File: config.mk
export PLATFORM = sky130hd
export DESIGN_NAME = life_render
export DESIGN_NICKNAME = d
export VERILOG_FILES = /design/src/rtl/life_render_pkg.sv /design/src/rtl/life_render_frame_stats.sv /design/src/rtl/life_render.sv
export SDC_FILE = /design/constraint.sdc
export NUM_CORES = 1
export LEC_CHECK = 0
export ABC_AREA = 1
export CAP_MARGIN = 30
export CORE_MARGIN = 2
export CORE_UTILIZATION = 59
export CTS_CLUSTER_SIZE = 8
export DETAILED_ROUTE_END_ITERATION = 8
export GPL_ROUTABILITY_DRIVEN = 0
export PLACE_DENSITY = 0.92
export SETUP_SLACK_MARGIN = 0.3
export SLEW_MARGIN = 20
export SYNTH_ARGS = -nofsm -noshare
export SYNTH_HDL_FRONTEND = slang
export SYNTH_SLANG_ARGS = --single-unit
File: constraint.sdc
create_clock -name clk_in -period 9.55 [get_ports clk_in]
set_input_delay 0.955 -clock clk_in [delete_from_list [all_inputs] [get_ports clk_in]]
set_output_delay 0.955 -clock clk_in [all_outputs]
set_load 0.03 [all_outputs]
File: src/rtl/life_render_pkg.sv
// life_render_pkg: screen geometry, pixel/cursor types, population width and palette
package life_render_pkg;
    localparam int SCREEN_WIDTH  = 640;
    localparam int SCREEN_HEIGHT = 480;
    typedef logic [10:0] hcount_t;
    typedef logic [9:0]  vcount_t;
    typedef logic [10:0] pos_t;
    localparam int POP_WIDTH = $clog2(SCREEN_WIDTH * SCREEN_HEIGHT + 1);
    typedef logic [POP_WIDTH-1:0] pop_t;
    typedef logic [11:0] rgb_t;
    localparam rgb_t RGB_BLACK        = 12'h000;
    localparam rgb_t RGB_ALIVE        = 12'hFFF;
    localparam rgb_t RGB_CURSOR_ALIVE = 12'hF80;
    localparam rgb_t RGB_CURSOR_DEAD  = 12'hF00;
    // Absolute difference taken one bit wider and signed, so a cursor near 0 never wraps
    function automatic logic [11:0] distance(input logic [10:0] a, input logic [10:0] b);
        logic signed [11:0] d;
        d = $signed({1'b0, a}) - $signed({1'b0, b});
        return d < 0 ? -d : d;
    endfunction
endpackage

File: src/rtl/life_render_frame_stats.sv
// frame_stats: frame-start detection, blink frame counter and live-pixel population count
module frame_stats
    import life_render_pkg::*;
#(
    parameter int BLINK_LOG = 5
) (
    input  logic    clk,
    input  logic    rst_n,
    input  hcount_t hcount,
    input  vcount_t vcount,
    input  logic    live,
    output logic    blink_on,
    output pop_t    pop,
    output logic    pop_valid
);
    logic               at_origin, was_origin, frame_start, primed;
    logic [BLINK_LOG:0] frame_cnt;
    pop_t               pop_cnt;

    assign at_origin   = hcount == '0 && vcount == '0;
    assign frame_start = at_origin && !was_origin;
    assign blink_on    = ~frame_cnt[BLINK_LOG];

    // Count live pixels; publish only once a full frame has been seen since reset
    always_ff @(posedge clk or negedge rst_n) begin
        if (!rst_n) begin
            was_origin <= 1'b0;
            primed     <= 1'b0;
            frame_cnt  <= '0;
            pop_cnt    <= '0;
            pop        <= '0;
            pop_valid  <= 1'b0;
        end else begin
            was_origin <= at_origin;
            pop_valid  <= frame_start && primed;
            if (frame_start) begin
                frame_cnt <= frame_cnt + 1'b1;
                primed    <= 1'b1;
                pop_cnt   <= POP_WIDTH'(live);
                if (primed) pop <= pop_cnt;
            end else begin
                pop_cnt <= pop_cnt + POP_WIDTH'(live);
            end
        end
    end
endmodule

File: src/rtl/life_render.sv
// life_render: two-stage pixel pipeline colouring live cells and a blinking cursor box
module life_render
    import life_render_pkg::*;
#(
    parameter int CURSOR_R  = 2,
    parameter int BLINK_LOG = 5
) (
    input  logic                 clk_in,
    input  logic                 rst_n_in,
    input  hcount_t              hcount_in,
    input  vcount_t              vcount_in,
    input  logic                 alive_in,
    input  pos_t                 cursor_x_in,
    input  pos_t                 cursor_y_in,
    output hcount_t              hcount_out,
    output vcount_t              vcount_out,
    output logic [11:0]          rgb_out,
    output logic [POP_WIDTH-1:0] pop_out,
    output logic                 pop_valid_out
);
    logic        visible, s1_visible, s1_alive, blink_on, box;
    hcount_t     s1_hcount;
    vcount_t     s1_vcount;
    pos_t        s1_cursor_x, s1_cursor_y;
    logic [11:0] dist_h, dist_v, ring;
    rgb_t        colour;

    assign visible = hcount_in < hcount_t'(SCREEN_WIDTH) && vcount_in < vcount_t'(SCREEN_HEIGHT);

    frame_stats #(.BLINK_LOG(BLINK_LOG)) u_stats (
        .clk       (clk_in),
        .rst_n     (rst_n_in),
        .hcount    (hcount_in),
        .vcount    (vcount_in),
        .live      (alive_in & visible),
        .blink_on  (blink_on),
        .pop       (pop_out),
        .pop_valid (pop_valid_out)
    );

    // Stage 1: capture pixel, visibility and the cursor position that applies to it
    always_ff @(posedge clk_in or negedge rst_n_in) begin
        if (!rst_n_in) begin
            s1_hcount   <= '0;
            s1_vcount   <= '0;
            s1_alive    <= 1'b0;
            s1_visible  <= 1'b0;
            s1_cursor_x <= '0;
            s1_cursor_y <= '0;
        end else begin
            s1_hcount   <= hcount_in;
            s1_vcount   <= vcount_in;
            s1_alive    <= alive_in;
            s1_visible  <= visible;
            s1_cursor_x <= cursor_x_in;
            s1_cursor_y <= cursor_y_in;
        end
    end

    // Chebyshev ring at exactly CURSOR_R marks the cursor box; blank overrides everything
    always_comb begin
        dist_h = distance(s1_hcount, s1_cursor_x);
        dist_v = distance({1'b0, s1_vcount}, s1_cursor_y);
        ring   = dist_h > dist_v ? dist_h : dist_v;
        box    = ring == 12'(CURSOR_R) && blink_on;
        colour = !s1_visible ? RGB_BLACK :
                 box         ? (s1_alive ? RGB_CURSOR_ALIVE : RGB_CURSOR_DEAD) :
                 s1_alive    ? RGB_ALIVE : RGB_BLACK;
    end

    // Stage 2: register colour with its coordinates so they stay aligned
    always_ff @(posedge clk_in or negedge rst_n_in) begin
        if (!rst_n_in) begin
            hcount_out <= '0;
            vcount_out <= '0;
            rgb_out    <= '0;
        end else begin
            hcount_out <= s1_hcount;
            vcount_out <= s1_vcount;
            rgb_out    <= colour;
        end
    end
endmodule

=== Yosys cells after proc, flatten, opt, wreduce, memory -nomap -nowiden ===
Index checks and enable logic that the tools add are counted.

* $add $sub $neg: 6
* $lt $le $gt $ge: 5
* Eq/ne operators: 1
* Mux-type cells: 8
* Bitwise operators: 2
* Reduce and logical (&&, ||, !) cells: 9

{| class="wikitable"
|+ Operator list
! cell !! count
|-
| 12-bit 2-to-1 mux || 6
|-
| 12-bit by 1-bit < comparator with 1-bit output (second input constant) || 2
|-
| 12-bit negator || 2
|-
| 19-bit by 1-bit adder with 19-bit output || 1
|-
| 19-bit 2-to-1 mux || 1
|-
| 12-bit by 2-bit equality test with 1-bit output (second input constant) || 1
|-
| 12-bit greater-than comparator || 1
|-
| 10-bit by 11-bit subtractor with 12-bit output || 1
|-
| 11-bit by 11-bit subtractor with 12-bit output || 1
|-
| 11-bit logical NOT || 1
|-
| 11-bit by 10-bit < comparator with 1-bit output (second input constant) || 1
|-
| 10-bit logical NOT || 1
|-
| 10-bit by 9-bit < comparator with 1-bit output (second input constant) || 1
|-
| 8-bit 2-to-1 mux || 1
|-
| 6-bit by 1-bit adder with 6-bit output (second input constant) || 1
|-
| 1-bit logical AND || 5
|-
| 2-bit AND reduction || 1
|-
| 1-bit AND || 1
|-
| 1-bit logical NOT || 1
|-
| 1-bit inverter || 1
|}

* Register bits after elaboration: 125
* Input port bits: 46
* Logic and storage cells: 46

=== Depth between registers and ports, before layout ===
Gate-level depths: netlist (run 1).

* Depth in word-level cells: 9
* Mapped depth: 33
* Mapped depth without buffers: 33

=== Hierarchy ===
Synthesis (run 1) repeated with hierarchy kept, for this count alone.

* Cell total of the unflattened synthesis: 860
* Area total of the unflattened synthesis: 6800.3 µm²

{| class="wikitable"
|+ Modules (own cells, without submodules)
! module !! instances !! cells each !! area each (µm²)
|-
| life_render || 1 || 582 || 4513.1
|-
| frame_stats || 1 || 278 || 2287.2
|}

=== Least setup slack after synthesis (run 1) ===
No wires, ideal clock.

* Path type: reg2reg
* From: register s1_hcount[0]
* To: register rgb_out[10]
* Library setup time: 0.065 ns
* Data arrival time: 3.455 ns
* Required time: 9.485 ns
* Setup slack: 6.030 ns
* Stages on the path, launching flop included: 33
* Path buffers: 0
* Period minus slack after synthesis: 3.520 ns
* Cells stage by stage: dfrtp_1 -> inv_1 -> ha_1 -> inv_1 -> fa_1 -> inv_1 -> ha_1 -> inv_1 -> nor2_4 -> nand3_2 -> nor2_2 -> nand3_1 -> nor2_1 -> nand3_1 -> nand2_1 -> nand2_1 -> nand2_1 -> inv_1 -> ha_1 -> nand2_1 -> inv_1 -> nand3_1 -> nor2_1 -> nand3_1 -> nand2_1 -> inv_1 -> nor2_1 -> nand2_1 -> nor2_1 -> nand3_1 -> a21oi_2 -> nand3_1 -> nand2_1

* Longest elaborated chain between the ends: 9
* Elaborated cells on any way between the ends: 10
* Those cells by class: add/sub: 2; order compare: 2; eq/ne: 1; mux: 4; reduce/logical: 1

{| class="wikitable"
|+ Ends and longest elaborated chain
! item !! line !! text
|-
| from (decl) || life_render.sv:22 || <nowiki>hcount_t s1_hcount;</nowiki>
|-
| from (signal assigned) || life_render.sv:51 || <nowiki>s1_hcount <= hcount_in;</nowiki>
|-
| 11-bit by 11-bit subtractor with 12-bit output (*) || life_render_pkg.sv:18 || <nowiki>d = $signed({1'b0, a}) - $signed({1'b0, b});</nowiki>
|-
| 12-bit negator / 12-bit by 1-bit < comparator with 1-bit output (equally long branches) || life_render_pkg.sv:19 || <nowiki>return d < 0 ? -d : d;</nowiki>
|-
| 12-bit 2-to-1 mux (*) || life_render_pkg.sv:19 ||
|-
| 12-bit greater-than comparator || life_render.sv:64 || <nowiki>ring = dist_h > dist_v ? dist_h : dist_v;</nowiki>
|-
| 12-bit 2-to-1 mux (*) || life_render.sv:64 ||
|-
| 12-bit by 2-bit equality test with 1-bit output (*) || life_render.sv:65 || <nowiki>box = ring == 12'(CURSOR_R) && blink_on;</nowiki>
|-
| 1-bit logical AND (*) || life_render.sv:65 ||
|-
| 12-bit 2-to-1 mux (*) || life_render.sv:67 || <nowiki>box ? (s1_alive ? RGB_CURSOR_ALIVE : RGB_CURSOR_DEAD) :</nowiki>
|-
| 12-bit 2-to-1 mux (*) || life_render.sv:66 || <nowiki>colour = !s1_visible ? RGB_BLACK :</nowiki>
|-
| via colour[10] || life_render.sv:26 || <nowiki>rgb_t colour;</nowiki>
|-
| to (signal assigned) || life_render.sv:80 || <nowiki>rgb_out <= colour;</nowiki>
|-
| to (decl) || life_render.sv:17 || <nowiki>output logic [11:0] rgb_out,</nowiki>
|}

The timed path passes the listed nets; every way through them passes the cells marked *.
A chain may end at the register's enable or synchronous reset.

=== Worst setup path after layout (run 1) ===
Same ends and word-level chain as after synthesis.

==> flow_metrics.py, run 1 <==
metrics = {
    "floorplanning": {
        "die_h_um": 108,
        "die_w_um": 108,
        "ios": 99,
        "initial_core_util_pct": 61.2,
        "row_count": 37,
        "die_area_um2": 11600,
        "coreArea_um2": 10400,
    },
    "detailed_routing": {
        "first_iter_violations": 383,
        "drt-total-wl_mm": 15.9,
        "vias_per_cell": 5.49,
        "drtAntennaViolNets": 0,
        "dr.pass1.iters": 8,
        "routedWlPerCell_um": 15.3,
        "remaining_drc_errors": 1,
        "routed-via-count": 5723,
    },
    "worst_setup_path": {
        "r2r_start": "s1_hcount[0]",
        "critPathMaxFanout": 3,
        "end_kind": "flop",
        "rr_endpoint": "rgb_out[10]",
        "critPathLaunchType": "flop",
        "worstPathRequired_ns": 10.01,
        "r2r_setup_slack_ns": 5.40,
        "critical_path_class": "flop to flop",
        "cpPeakStageDelay_ns": 0.49,
        "r2r_cells": 33,
        "worstPathArrival_ns": 4.61,
        "cp_slowest_cell": "fa_1",
        "crit_top_cell": "nand2_1",
    },
    "global_routing": {
        "grt_max_degree": 53,
        "antenna_found_initial": 0,
        "grt_busiest_layer": "met2",
        "gr-usage-all-layers_pct": 28.6,
        "grt_pass1_vias": 5647,
        "met2_usage_pct": 49.6,
        "use_met1_pct": 34.4,
        "gr-total-overflow": 0,
        "grt_pass1_wl_mm": 25.9,
        "grtUsageMet3_pct": 5.93,
    },
    "clocking": {
        "clock_sinks": 116,
        "clockBufferDepth": 2,
        "insertion_delay_ns": 0.53,
        "path_clk_slew_ns": 0.07,
        "cts-root-buf": "clkbuf_8",
        "post_cts_buffers": 0,
        "holdBufCountCts": 0,
        "cts_tree": "yes",
        "cts_buffers": 17,
        "htree_levels": 4,
        "cts_resized": 0,
    },
    "timing": {
        "fin_crit_ns": 4.15,
        "setup_ws_ns": 5.40,
        "tightestPinTransition_ns": 0.791,
        "hold_viol_final": 0,
        "tns_ns": 0,
        "finalCritPeriodShare_pct": 43.5,
        "finalMaxSlewViolations": 0,
        "fin_skew_ns": 0.0123,
        "fmax_mhz": 241,
        "rsz0062_at_grt": "no",
        "relSlewSlack_pct": 47.2,
        "setup_violations": 0,
    },
    "finish": {
        "nets": 979,
        "antenna_cells": 0,
        "multiInputGateArea_um2": 2840,
        "nFillCells": 661,
        "area_growth_pct": 25.6,
        "final_layout_size_suffix_gt1_share_pct": 9.38,
        "area.sequential_um2": 2900,
    },
    "logic_synthesis": {
        "synth_nets": 878,
        "avgSynthCellArea_um2": 8.01,
        "postSynthCellCount": 792,
        "synth-edff-count": 0,
        "synth.most_common_cell": "nand2_1",
        "synth.top_cells.by_area": "dfrtp_1 46%, nand2_1 14%, ha_1 7.5%",
        "ys_seq_elements": 116,
        "synth_commonest_cells": "231 x nand2_1, 120 x inv_1, 116 x dfrtp_1",
        "ys_seq_area_share_pct": 45.8,
        "async_flop_share_pct": 100,
        "yosysWarnings": 0,
        "synth_top_cell_by_area": "dfrtp_1",
        "netlist_area_um2": 6340,
        "synthDistinctLibCells": 38,
        "synth_flop_cell": "dfrtp_1",
        "synth_top_area_share_pct": 45.8,
    },
    "job": {
        "max-cap-violations": 0,
    },
    "power_and_ir_drop": {
        "peakVddDrop_mv": 0.115,
        "p_leak_uw": 0.00415,
        "p_per_area_nw_per_um2": 184,
    },
    "place": {
        "placement.io_buffers": 98,
        "dpl.hpwl_mm": 10.7,
        "post-place-ws_ns": 5.50,
    },
    "run_status": {
        "status": "complete, but fails checks",
        "violations": "design-rule violations",
    },
    "hold_path": {
        "min_path_type": "primary input to asynchronous set/reset pin",
    },
}
[how the worst max path moves through the flow]
stage                 startpoint           to  slack (ns)  cells after the start
finish              s1_hcount[0]  rgb_out[10]        5.40                     33
global route        s1_hcount[0]  rgb_out[10]        4.89                     33
CTS                 s1_hcount[0]  rgb_out[10]        5.47                     33
detailed placement  s1_hcount[0]  rgb_out[10]        5.50                     33
global placement    s1_hcount[0]  rgb_out[10]        5.55                     33
floorplan           s1_hcount[0]  rgb_out[10]        6.03                     32
[logic make-up (layout without fill, tap and decap cells)]
family          count (synthesis)  count (layout)  share of synthesized area [%]
fa+ha+maj                      40              40                           8.13
simple gates                  425             425                           30.3
buf+inv                       145             259                           9.47
flops                         116             116                           45.8
compound gates                 58              58                           5.27
xor+xnor                        8               8                           1.10
[state kept, by name (all words and copies together), names as in the netlist]
| register | count |
|---|---|
| s1_cursor_y | 11 |
| vcount_out | 10 |
| s1_hcount | 11 |
| u_stats.was_origin | 1 |
| u_stats.pop_valid | 1 |
| s1_alive | 1 |
| s1_visible | 1 |
| u_stats.primed | 1 |
| s1_vcount | 10 |
| hcount_out | 11 |
| u_stats.pop | 19 |
| s1_cursor_x | 11 |
| u_stats.pop_cnt | 19 |
| rgb_out | 3 |
| u_stats.frame_cnt | 6 |
[final cells by class]
cell class                 instances  share of cell area [%]
clock buffer                      19                    5.54
clock inverter                    13                    1.55
inverter                         127                    5.98
multi-input combinational        531                    35.6
sequential                       116                    36.4
tap                              136                    2.14
timing repair buffer             100                    12.7
[worst max-delay path: cells and delay by family, from the launching register on]
kind / cells / cell delay (ns)
simple gates: 20 / 1.86
fa+ha+maj: 4 / 1.14
compound gates: 2 / 0.22
buf+inv: 7 / 0.54
flops: 1 / 0.33
[power breakdown]
group / leakage, uW / internal, uW / switching, uW
Combinational: 0.00246 / 118 / 197
Sequential: 0.00143 / 518 / 21.0
Clock: 0.000272 / 362 / 250
Total: 0.00415 / 999 / 468
[cell usage in the layout (no fill, tap or decap), drive strengths merged]
master and count:
nand2 244, inv 131, dfrtp 116, clkdlybuf4s50 97
nor2 77, nand3 64, ha 38, o21ai 28
a21oi 26, clkbuf 19, nor3 14, nand4 11
xnor2 6, nor4 5, clkinv 5, nand3b 4
nor3b 3, clkinvlp 3, buf 3, xor2 2
o21bai 2, fa 2, and3 2, a21o 1
and2 1, o21a 1, bufinv 1
[stage by stage]
stage / power [uW] / utilization, % / cell area (um2) / cells / hold WS [ns]
after floorplan: 759 / - / 6340 / 792 / 0.354
after global placement: 834 / 71.1 / 7370 / 1009 / 0.363
final: 1470 / 76.8 / 7970 / 1042 / 0.349
after global routing: 1530 / 76.8 / 7970 / 1042 / 0.385
after detailed placement: 848 / 71.4 / 7400 / 1010 / 0.358
after CTS: 1460 / 76.8 / 7970 / 1042 / 0.357
[routing by layer]
| layer | share of wire [%] | vias up |
|---|---|---|
| met2 | 50 | 260 |
| met1 | 40 | 2708 |
| li1 | - | 2684 |
| met5 | 0 | - |
| met3 | 6.4 | 71 |
| met4 | 3.4 | 0 |
Note: power is estimated with default switching activity, not from simulation.
==> run 2, diff against run 1 <==
--- a/config.mk
+++ b/config.mk
@@ -8,11 +8,11 @@
 export ABC_AREA = 1
 export CAP_MARGIN = 30
 export CORE_MARGIN = 2
-export CORE_UTILIZATION = 59
+export CORE_UTILIZATION = 54
 export CTS_CLUSTER_SIZE = 8
 export DETAILED_ROUTE_END_ITERATION = 8
 export GPL_ROUTABILITY_DRIVEN = 0
-export PLACE_DENSITY = 0.92
+export PLACE_DENSITY = 0.86
 export SETUP_SLACK_MARGIN = 0.3
 export SLEW_MARGIN = 20
 export SYNTH_ARGS = -nofsm -noshare
==> constraint.sdc (replaced) <==
create_clock -name clk_in -period 4.29 [get_ports clk_in]
set_input_delay 0.429 -clock clk_in [delete_from_list [all_inputs] [get_ports clk_in]]
set_output_delay 0.429 -clock clk_in [all_outputs]
set_load 0.03 [all_outputs]
==> run 2 against run 1 <==
  * The flow now finishes without violations
  * Global-route usage decreased by 4.6 points
  * Register-to-register slack worse by 4.9 ns
  * Utilization down 4.1 points
  * Non-clock buffer count rose by 18
  * Worst setup slack got worse by 4.9 ns
  * Critical path depth decreased by 1
  * Maximum frequency up 9.6%
  * Critical path type unchanged
  * Highest routed layer unchanged
==> flow_metrics.py, run 2 (same netlist as run 1, synthesis figures left out) <==
metrics = {
    "clocking": {
        "clock_sinks": 116,
        "cts-root-buf": "clkbuf_16",
        "clockBufferDepth": 2,
        "htree_levels": 4,
        "cts_tree": "yes",
        "holdBufCountCts": 0,
        "insertion_delay_ns": 0.41,
        "cts_buffers": 17,
        "path_clk_slew_ns": 0.06,
    },
    "detailed_routing": {
        "dr.pass1.iters": 4,
        "routedWlPerCell_um": 14.0,
        "remaining_drc_errors": 0,
        "vias_per_cell": 5.18,
        "drtAntennaViolNets": 0,
        "routed-via-count": 5526,
        "drt-total-wl_mm": 14.9,
        "first_iter_violations": 275,
    },
    "timing": {
        "hold_viol_final": 0,
        "finalMaxSlewViolations": 0,
        "tightestPinTransition_ns": 0.808,
        "fin_crit_ns": 3.79,
        "tns_ns": 0,
        "relSlewSlack_pct": 46.1,
        "fin_skew_ns": 0.0122,
        "finalCritPeriodShare_pct": 88.4,
        "fmax_mhz": 264,
        "rsz0062_at_grt": "yes",
        "setup_violations": 0,
    },
    "finish": {
        "stdcell_area_um2": 8300,
        "nFillCells": 809,
        "reg.largest.list": "u_stats.pop x19, u_stats.pop_cnt x19",
        "final_cell_mix": "225 x nand2_1, 116 x dfrtp_1, 112 x inv_1",
        "area_growth_pct": 30.9,
        "antenna_cells": 0,
        "multiInputGateArea_um2": 3000,
        "final_layout_size_suffix_gt1_share_pct": 15.0,
        "area.sequential_um2": 2900,
        "final_common_cell": "nand2_1",
        "nets": 997,
    },
    "place": {
        "dpl.hpwl_mm": 10.5,
        "placed_area_um2": 7390,
        "placement.io_buffers": 98,
    },
    "floorplanning": {
        "coreArea_um2": 11400,
        "row_count": 39,
        "ios": 99,
        "die_w_um": 112,
        "die_area_um2": 12600,
        "die_h_um": 112,
        "initial_core_util_pct": 55.5,
    },
    "global_routing": {
        "grt_pass1_vias": 5383,
        "grt_pass1_wl_mm": 24.4,
        "gr-usage-all-layers_pct": 24.0,
        "grt_max_degree": 48,
        "antenna_found_initial": 0,
        "gr-total-overflow": 0,
    },
    "worst_setup_path": {
        "cp_slowest_cell": "fa_2",
        "worstPathRequired_ns": 4.64,
        "worstPathArrival_ns": 4.14,
        "critPathMaxFanout": 3,
        "cpPeakStageDelay_ns": 0.46,
        "crit_top_cell": "inv_2",
        "critPathLaunchType": "flop",
        "end_kind": "flop",
        "critical_path_class": "flop to flop",
    },
    "power_and_ir_drop": {
        "peakVddDrop_mv": 0.281,
        "p_leak_uw": 0.00426,
        "p_per_area_nw_per_um2": 412,
    },
    "run_status": {
        "status": "completed",
    },
    "job": {
        "max-cap-violations": 0,
    },
    "hold_path": {
        "min_path_type": "primary input to asynchronous set/reset pin",
    },
}
-- run 2: changes by cell type in the layout (fill, tap and decap cells not counted), sizes merged --
cell,change
clkinvlp,-1
bufinv,+2
clkbuf,+4
clkinv,-1
buf,+18
inv,-4
-- run 2: critical path, delay by kind of cell, from the launching register on --
kind            cells  cell delay (ns)
flops               1             0.37
fa+ha+maj           4             1.00
simple gates       20             1.77
buf+inv             7             0.41
compound gates      1             0.16
-- run 2: power breakdown --
part	switching, uW	internal (uW)
sequential	42.5	1150
clock	484	970
combinational	465	306
total	992	2430
-- run 2: through the flow --
stage	power, uW	setup slack, ns	cells	util, %	hold slack (ns)
floorplan	1690	0.770	792	-	0.133
global placement	1860	0.572	1017	64.7	0.356
detailed placement	1890	0.392	1017	64.7	0.360
CTS	3350	0.376	1049	70.1	0.0407
global route	3610	0.124	1067	72.7	0.0601
finish	3420	0.500	1067	72.7	0.0222
-- run 2: final timing paths --
check / startpoint / to / slack [ns] / cells past startpoint
worst max-delay path: s1_hcount[0] / rgb_out[10] / 0.50 / 32
worst max register to register: s1_hcount[0] / rgb_out[10] / 0.50 / 32
worst min register to register: s1_hcount[0] / hcount_out[0] / 0.37 / 0
max in group asynchronous: rst_n_in / hcount_out[8] / 3.35 / 2
worst min-delay path: rst_n_in / s1_cursor_y[0] / 0.02 / 1
min in group clk_in: s1_hcount[0] / hcount_out[0] / 0.37 / 0
-- run 2: cell type report --
type                            count  share of cell area, %
Multi-Input combinational cell    531                   36.2
Clock buffer                       23                   5.88
Clock inverter                      9                   1.51
Tap cell                          143                   2.15
Timing Repair Buffer              118                   13.6
Sequential cell                   116                   35.0
Inverter                          127                   5.74
-- run 2: metal layers --
layer	routed length, um	global-route usage, %	vias to the layer above
met5	0	0	-
met4	365	9.19	0
met3	747	5.78	26
met2	7680	41.9	142
met1	6140	29.0	2635
li1	-	-	2723
-- run 2: repair_timing --
item,in CTS,in global routing
hold endpoints to repair,0,0
endpoints found under the setup margin,0,2
setup buffers,0,18
resized for setup,0,46
==> run 3, diff against run 2 <==
--- a/config.mk
+++ b/config.mk
@@ -18,3 +18,4 @@
 export SYNTH_ARGS = -nofsm -noshare
 export SYNTH_HDL_FRONTEND = slang
 export SYNTH_SLANG_ARGS = --single-unit
+export TNS_END_PERCENT = 10
==> run 3 against run 2 <==
  * Register-to-register slack barely moved
  * Via count hardly changed
  * Utilization did not move
  * Maximum frequency decreased by 0.21%
  * Combinational power barely moved
  * Non-clock buffer count did not move
  * Cell count unchanged
  * Global-route usage did not move
  * Highest routed layer unchanged
==> flow_metrics.py, run 3 (same netlist as run 1, synthesis figures left out) <==
metrics = {
    "worst_setup_path": {
        "crit_top_cell": "inv_2",
        "worstPathArrival_ns": 4.15,
        "cpPeakStageDelay_ns": 0.46,
        "critPathLaunchType": "flop",
        "critPathMaxFanout": 3,
        "cp_slowest_cell": "fa_2",
        "critical_path_class": "flop to flop",
        "worstPathRequired_ns": 4.64,
        "end_kind": "flop",
    },
    "finish": {
        "stdcell_area_um2": 8300,
        "final_layout_size_suffix_gt1_share_pct": 15.0,
        "final_common_cell": "nand2_1",
        "final_util_pct": 72.7,
        "multiInputGateArea_um2": 3000,
        "nFillCells": 809,
        "antenna_cells": 0,
        "final_cell_mix": "225 x nand2_1, 116 x dfrtp_1, 112 x inv_1",
        "nets": 997,
        "reg.largest.list": "u_stats.pop x19, u_stats.pop_cnt x19",
        "area.sequential_um2": 2900,
        "area_growth_pct": 30.9,
    },
    "power_and_ir_drop": {
        "p_per_area_nw_per_um2": 412,
        "peakVddDrop_mv": 0.281,
        "p_leak_uw": 0.00426,
    },
    "detailed_routing": {
        "routedWlPerCell_um": 14.0,
        "routed-via-count": 5522,
        "dr.pass1.iters": 4,
        "drt-total-wl_mm": 14.9,
        "first_iter_violations": 277,
        "remaining_drc_errors": 0,
        "drtAntennaViolNets": 0,
        "vias_per_cell": 5.18,
    },
    "global_routing": {
        "grt_pass1_wl_mm": 24.4,
        "grt_max_degree": 48,
        "antenna_found_initial": 0,
        "grt_pass1_vias": 5383,
        "gr-usage-all-layers_pct": 24.0,
        "gr-total-overflow": 0,
    },
    "floorplanning": {
        "die_w_um": 112,
        "row_count": 39,
        "ios": 99,
        "die_area_um2": 12600,
        "initial_core_util_pct": 55.5,
        "coreArea_um2": 11400,
        "die_h_um": 112,
    },
    "timing": {
        "finalCritPeriodShare_pct": 88.5,
        "hold_slack_ns": 0.0218,
        "fin_skew_ns": 0.0123,
        "fin_crit_ns": 3.80,
        "tns_ns": 0,
        "tightestPinTransition_ns": 0.808,
        "rsz0062_at_grt": "yes",
        "finalMaxSlewViolations": 0,
        "relSlewSlack_pct": 46.1,
        "hold_viol_final": 0,
        "fmax_mhz": 263,
        "setup_violations": 0,
        "setup_ws_ns": 0.492,
    },
    "clocking": {
        "insertion_delay_ns": 0.42,
        "clock_sinks": 116,
        "htree_levels": 4,
        "clockBufferDepth": 2,
        "cts_buffers": 17,
        "cts-root-buf": "clkbuf_16",
        "path_clk_slew_ns": 0.06,
        "holdBufCountCts": 0,
        "cts_tree": "yes",
    },
    "job": {
        "max-cap-violations": 0,
    },
    "place": {
        "post-place-ws_ns": 0.392,
        "dpl.hpwl_mm": 10.5,
        "placement.io_buffers": 98,
        "placed_area_um2": 7390,
    },
    "hold_path": {
        "min_path_type": "primary input to asynchronous set/reset pin",
    },
    "run_status": {
        "status": "completed",
    },
}
-- run 3: where the power goes --
| part | switching, uW | internal [uW] | total (uW) |
|---|---|---|---|
| Sequential | 42.5 | 1150 | 1200 |
| Combinational | 465 | 306 | 771 |
| Clock | 485 | 970 | 1460 |
| Total | 992 | 2430 | 3420 |
-- run 3: final timing paths --
check | from | to | slack, ns | cells past startpoint
hold / removal | rst_n_in | s1_cursor_y[0] | 0.02 | 1
max in group asynchronous | rst_n_in | hcount_out[8] | 3.35 | 2
hold reg to reg | s1_hcount[0] | hcount_out[0] | 0.37 | 0
setup / recovery | s1_hcount[0] | rgb_out[10] | 0.49 | 32
setup reg to reg | s1_hcount[0] | rgb_out[10] | 0.49 | 32
min in group clk_in | s1_hcount[0] | hcount_out[0] | 0.37 | 0
-- run 3: area by class of cell --
class	instances	share of cell area [%]
repair buffers	118	13.6
multi-input cells	531	36.2
flip-flops and latches	116	35.0
clock buffers	23	5.88
inverters	127	5.74
well taps	143	2.15
clock inverters	9	1.51
-- run 3: per-stage QoR --
stage	instances	total power, uW
after floorplan	792	1690
after global placement	1017	1860
after detailed placement	1017	1890
after CTS	1049	3350
after global routing	1067	3610
final	1067	3420
-- run 3: worst max-delay path, delay by kind of cell (launching register included) --
kind,cells,cell delay [ns]
AO/OA/AOI/OAI,1,0.16
flip-flops,1,0.37
AND/OR/NAND/NOR,20,1.78
buffers and inverters,7,0.41
adder cells (fa/ha/maj),4,1.00
-- run 3: routing by layer --
layer | wire length (um) | global-route usage, %
met1 | 6140 | 29.0
met2 | 7690 | 41.9
met4 | 366 | 9.19
met5 | 0 | 0
met3 | 746 | 5.78
-- run 3: repair_timing --
item / in CTS / in global routing
endpoints found under the setup margin: 0 / 2
buffers inserted: 0 / 18
gates resized for setup: 0 / 46
hold endpoints to repair: 0 / 0
